--- src/rtl/output_ports_pkg.sv ---
// Shared types and constants for the output_ports block.
// Optional feature macro: OUTPUT_PULSE_EN adds the PULSE state.
package output_ports_pkg;

`ifdef OUTPUT_PULSE_EN
    typedef enum logic [2:0] {
        IDLE,
        APPLY,
        PULSE,
        SETTLE,
        DONE
    } state_t;
`else
    typedef enum logic [2:0] {
        IDLE,
        APPLY,
        SETTLE,
        DONE
    } state_t;
`endif

    localparam logic [1:0] PIN_D0 = 2'b00;
    localparam logic [1:0] PIN_D1 = 2'b01;
    localparam logic [1:0] PIN_D2 = 2'b10;
    localparam logic [1:0] PIN_D3 = 2'b11;

endpackage

--- src/rtl/output_ports_timer.sv ---
// Down-counter shared by the settle and pulse windows of output_ports.
// Loads on request, otherwise counts down and parks at zero.
module out_port_timer #(
    parameter int CNT_W = 4
) (
    input  logic             clk,
    input  logic             rst,
    input  logic             load,
    input  logic [CNT_W-1:0] load_val,
    output logic             zero
);

    logic [CNT_W-1:0] cnt;

    // Load takes priority; otherwise decrement until zero.
    always_ff @(posedge clk) begin
        if (rst) begin
            cnt <= '0;
        end else if (load) begin
            cnt <= load_val;
        end else if (cnt != '0) begin
            cnt <= cnt - 1'b1;
        end
    end

    assign zero = (cnt == '0);

endmodule

--- src/rtl/output_ports.sv ---
// Four registered output pins driven by processor write commands.
// Each write: apply bit, hold a settle window, then a one-cycle ack.
// Optional feature macro: OUTPUT_PULSE_EN (pulse-mode writes that restore
// the pin's prior value after PULSE_LEN cycles).
module output_ports
    import output_ports_pkg::*;
#(
    parameter int SETTLE_CYCLES = 2,
`ifdef OUTPUT_PULSE_EN
    parameter int PULSE_LEN     = 4,
`endif
    parameter int CNT_W         = 4
) (
    input  logic       clk,
    input  logic       rst,
    input  logic       wr_en,
    input  logic [1:0] pin_out,
    input  logic       data,
`ifdef OUTPUT_PULSE_EN
    input  logic       pulse,
`endif
    output logic       busy,
    output logic       ack,
    output logic       D0,
    output logic       D1,
    output logic       D2,
    output logic       D3
);

    localparam logic [CNT_W-1:0] SETTLE_LD =
        CNT_W'((SETTLE_CYCLES > 0) ? SETTLE_CYCLES - 1 : 0);
`ifdef OUTPUT_PULSE_EN
    localparam logic [CNT_W-1:0] PULSE_LD =
        CNT_W'((PULSE_LEN > 0) ? PULSE_LEN - 1 : 0);
`endif

    state_t           state, next_state;
    logic [3:0]       pins;
    logic [1:0]       cmd_pin;
    logic             cmd_data;
`ifdef OUTPUT_PULSE_EN
    logic             cmd_pulse;
    logic             prior;
    logic             do_restore;
`endif
    logic             do_capture;
    logic             do_apply;
    logic             tmr_load;
    logic [CNT_W-1:0] tmr_val;
    logic             tmr_zero;

    out_port_timer #(
        .CNT_W(CNT_W)
    ) u_timer (
        .clk     (clk),
        .rst     (rst),
        .load    (tmr_load),
        .load_val(tmr_val),
        .zero    (tmr_zero)
    );

    // State register.
    always_ff @(posedge clk) begin
        if (rst) begin
            state <= IDLE;
        end else begin
            state <= next_state;
        end
    end

    // Next-state logic, timer control and status outputs.
    always_comb begin
        next_state = state;
        do_capture = 1'b0;
        do_apply   = 1'b0;
`ifdef OUTPUT_PULSE_EN
        do_restore = 1'b0;
`endif
        tmr_load   = 1'b0;
        tmr_val    = '0;
        busy       = (state != IDLE);
        ack        = (state == DONE);
        case (state)
            IDLE: begin
                if (wr_en) begin
                    do_capture = 1'b1;
                    next_state = APPLY;
                end
            end
            APPLY: begin
                do_apply = 1'b1;
`ifdef OUTPUT_PULSE_EN
                if (cmd_pulse) begin
                    tmr_load   = 1'b1;
                    tmr_val    = PULSE_LD;
                    next_state = PULSE;
                end else
`endif
                if (SETTLE_CYCLES == 0) begin
                    next_state = DONE;
                end else begin
                    tmr_load   = 1'b1;
                    tmr_val    = SETTLE_LD;
                    next_state = SETTLE;
                end
            end
`ifdef OUTPUT_PULSE_EN
            PULSE: begin
                if (tmr_zero) begin
                    do_restore = 1'b1;
                    if (SETTLE_CYCLES == 0) begin
                        next_state = DONE;
                    end else begin
                        tmr_load   = 1'b1;
                        tmr_val    = SETTLE_LD;
                        next_state = SETTLE;
                    end
                end
            end
`endif
            SETTLE: begin
                if (tmr_zero) begin
                    next_state = DONE;
                end
            end
            DONE: begin
                next_state = IDLE;
            end
            default: begin
                next_state = IDLE;
            end
        endcase
    end

    // Command capture and pin registers.
    always_ff @(posedge clk) begin
        if (rst) begin
            pins     <= '0;
            cmd_pin  <= '0;
            cmd_data <= 1'b0;
`ifdef OUTPUT_PULSE_EN
            cmd_pulse <= 1'b0;
            prior     <= 1'b0;
`endif
        end else begin
            if (do_capture) begin
                cmd_pin  <= pin_out;
                cmd_data <= data;
`ifdef OUTPUT_PULSE_EN
                cmd_pulse <= pulse;
`endif
            end
            if (do_apply) begin
                pins[cmd_pin] <= cmd_data;
`ifdef OUTPUT_PULSE_EN
                prior <= pins[cmd_pin];
`endif
            end
`ifdef OUTPUT_PULSE_EN
            if (do_restore) begin
                pins[cmd_pin] <= prior;
            end
`endif
        end
    end

    assign D0 = pins[PIN_D0];
    assign D1 = pins[PIN_D1];
    assign D2 = pins[PIN_D2];
    assign D3 = pins[PIN_D3];

endmodule

--- config.mk ---
export PLATFORM = sky130hd
export DESIGN_NAME = output_ports
export DESIGN_NICKNAME = d
export VERILOG_FILES = /design/src/rtl/output_ports_pkg.sv /design/src/rtl/output_ports_timer.sv /design/src/rtl/output_ports.sv
export SDC_FILE = /design/constraint.sdc
export NUM_CORES = 1
export LEC_CHECK = 0
export BUFFER_PORTS_ARGS = -buffer_cell sky130_fd_sc_hd__buf_4
export CAP_MARGIN = 30
export CORE_MARGIN = 3
export CORE_UTILIZATION = 30
export CTS_CLUSTER_SIZE = 16
export DETAILED_ROUTE_END_ITERATION = 10
export PLACE_DENSITY = 0.55
export SLEW_MARGIN = 5
export SYNTH_ARGS = -nofsm -noshare
export SYNTH_HDL_FRONTEND = slang
export SYNTH_SLANG_ARGS = --single-unit
--- constraint.sdc ---
create_clock -name clk -period 2.03 [get_ports clk]
set_clock_uncertainty 0.2 [all_clocks]
set_input_delay 0.3045 -clock clk [delete_from_list [all_inputs] [get_ports clk]]
set_output_delay 0.3045 -clock clk [all_outputs]
set_load 0.02 [all_outputs]
==> impl_metrics.env <==
export IMPL_status="complete, no violations"
export IMPL_gr_total_overflow=0
export IMPL_power_density_mw_per_mm2=1271
export IMPL_maxCapViolCount=0
export IMPL_antenna_found_initial=0
export IMPL_fin_setup_tns_ps=0
export IMPL_post_route_min_period_ps=1770
export IMPL_arrival_ps=1270
export IMPL_crit_slowest_cell="dfxtp_1"
export IMPL_final_nets=94
export IMPL_ys_ff_latch=13
export IMPL_grt_total_usage=0.09375
export IMPL_syn_area_per_cell_sq_um=9.593
export IMPL_timing_slew_headroom=0.7800
export IMPL_rows=15
export IMPL_start_util=0.3407
export IMPL_synth_area_sq_um=633.1
export IMPL_areaGrowthSynthToFinish_pct=22.73
export IMPL_worst_hold_path_type="primary input to flip-flop"
export IMPL_fin_area_sq_um=777.0
export IMPL_antenna_cells=0
export IMPL_die_w_um=51.94
export IMPL_cp_top_family="flip-flops"
export IMPL_worst_pin_slew_ps=329.4
export IMPL_cts_hold_fix_buffers=0
export IMPL_rsz0062_at_grt="false"
export IMPL_cts_tree="done"
export IMPL_io_pins=12
export IMPL_cts_made_buffers=3
export IMPL_path_class="flip-flop to output pin"
export IMPL_yosys_warnings=0
export IMPL_final_layout_size_suffix_gt1_frac=0.2346
export IMPL_final_util=0.4182
export IMPL_crit_required_ps=1530
export IMPL_cts_resized=0
export IMPL_htreeDepth=1
export IMPL_seq_area_frac_synth=0.4111
export IMPL_finalWeightedCongestion=0.7232
export IMPL_worstPathMaxFanout=6
export IMPL_worstSetupEndpointType="output pin"
export IMPL_path_clk_slew_ps=70
export IMPL_ant_nets=0
export IMPL_synth_nets=78
export IMPL_synthCells=66
export IMPL_critPathLaunchType="flip-flop"
export IMPL_cellLeakagePower_nw=0.3461
export IMPL_cts_setup_buffers=0
export IMPL_peakVddDrop_mv=0.5149
export IMPL_dr_total_vias=465
export IMPL_max_freq_mhz=564.9
export IMPL_yosys_top_cells_area="dfxtp_1 41%, ha_1 12%, mux2i_1 9.5%, nor2_1 4.2%, inv_1 3.6%"
export IMPL_initialDrtViolationCount=7
export IMPL_critPathMaxStageDelay_ps=370
export IMPL_synth_top_area_share=0.4111
export IMPL_cts_buffer_depth=2
export IMPL_dieArea_sq_mm=0.002698
export IMPL_worstSkewPairLatency_ps=260
export IMPL_wirelength_um=1083
export IMPL_drv_slew=0
export IMPL_dieHeight_um=51.94
export IMPL_grt_first_pass_wirelength_um=1835
export IMPL_path_cells="inv_1 -> ha_1 -> inv_1 -> buf_4"
export IMPL_cts_sinks=13
export IMPL_dr_pass1_iters=4
export IMPL_cts_root_buf="clkbuf_4"
export IMPL_routedWlPerCell_um=10.22
export IMPL_via_per_inst=4.387
export IMPL_fillers=195
export IMPL_grt_pass1_vias=430
export IMPL_drc=0
export IMPL_hold_viol=0
export IMPL_setup_violations=0
export IMPL_crit_top_cell="inv_1"
export IMPL_place_hpwl_um=851.3
export IMPL_grt_max_degree=15
export IMPL_io_buffers=11
export IMPL_period_share=0.8720
export IMPL_synth_distinct_cells=19
export IMPL_yosysTopAreaCell="dfxtp_1"
export IMPL_core_sq_mm=0.001858
export IMPL_dpl_cell_area_sq_um=750.7
export IMPL_path_buf_inv=3
## layout make-up
cell class / instances / area, sq um / area share
Timing Repair Buffer: 12 / 90.09 / 0.1159
Inverter: 6 / 22.52 / 0.02899
Tap cell: 25 / 31.28 / 0.04026
Sequential cell: 13 / 260.3 / 0.3349
Clock buffer: 4 / 26.28 / 0.03382
Multi-Input combinational cell: 46 / 346.6 / 0.4461
## cells by family after synthesis
kind of cell               after synthesis  share of synthesized area
muxes                                    6                    0.09487
AOI/OAI and AO/OA                        7                    0.09880
xor gates and xnor gates                 2                    0.02767
DFF                                     13                     0.4111
adders and majority gates                6                     0.1186
and+or+nand+nor                         25                     0.2075
buffers and inverters                    7                    0.04149
## final timing paths
path	slack [ps]	to	from	cells past startpoint
setup / recovery	260	busy	state[0]	4
hold / removal	100	cmd_data	data	3
setup reg to reg	360	u_timer.cnt[1]	u_timer.cnt[0]	4
hold reg to reg	300	pins[3]	pins[3]	2
## tightest hold or removal path: stages
cell     delay, ps
buf_4          110
nand3_1         50
a21oi_1         50
## cell usage in the layout, fill, tap and decap left out, types with 3 or more instances in the layout
master and n:
a21oi_1 4, buf_4 12, clkbuf_4 3, dfxtp_1 13, ha_1 6, inv_1 6
mux2i_1 6, nand2_1 4, nand3_1 4, nor2_1 7
## state kept, by name, summed over array words and instances, names as in the netlist
signal and count:
pins 4, u_timer.cnt 4, cmd_pin 2, state 2
cmd_data 1
## where the power goes
| group | switching, W | internal [W] |
|---|---|---|
| clock | 0.0000771 | 0.0000759 |
| sequential | 0.0000538 | 0.000319 |
| combinational | 0.000234 | 0.000228 |
| total | 0.000365 | 0.000623 |
## layer usage
metal | track usage | routed length [um]
met4 | 0.02620 | 8
met3 | 0.04298 | 48
met5 | 0 | 0
met1 | 0.1078 | 527
met2 | 0.1548 | 499
## through the flow
stage	hold slack [ps]	setup slack, ps	power [W]	std cells
2_1_floorplan	180.5	453.9	0.0007412	66
3_3_place_gp	279.9	424.2	0.0008445	102
3_5_place_dp	287.5	380.3	0.0008522	102
4_1_cts	89.12	221.9	0.001012	106
5_1_grt	86.30	144.9	0.001080	106
6_report	100.8	259.9	0.0009879	106
## cells in the mapped netlist
master	count
mux2i_1	6
nand2_1	4
nand2b_1	2
nor3b_1	2
a211oi_2	1
nand3_1	4
a21oi_1	4
nor3_1	2
dfxtp_1	13
ha_1	6
nand3b_1	2
clkbuf_1	1
or3b_4	1
o2bb2ai_2	1
nor2_1	7
inv_1	6
nor4_1	1
xnor2_1	2
a2111oi_2	1
Power figures use the tool's default switching activity.
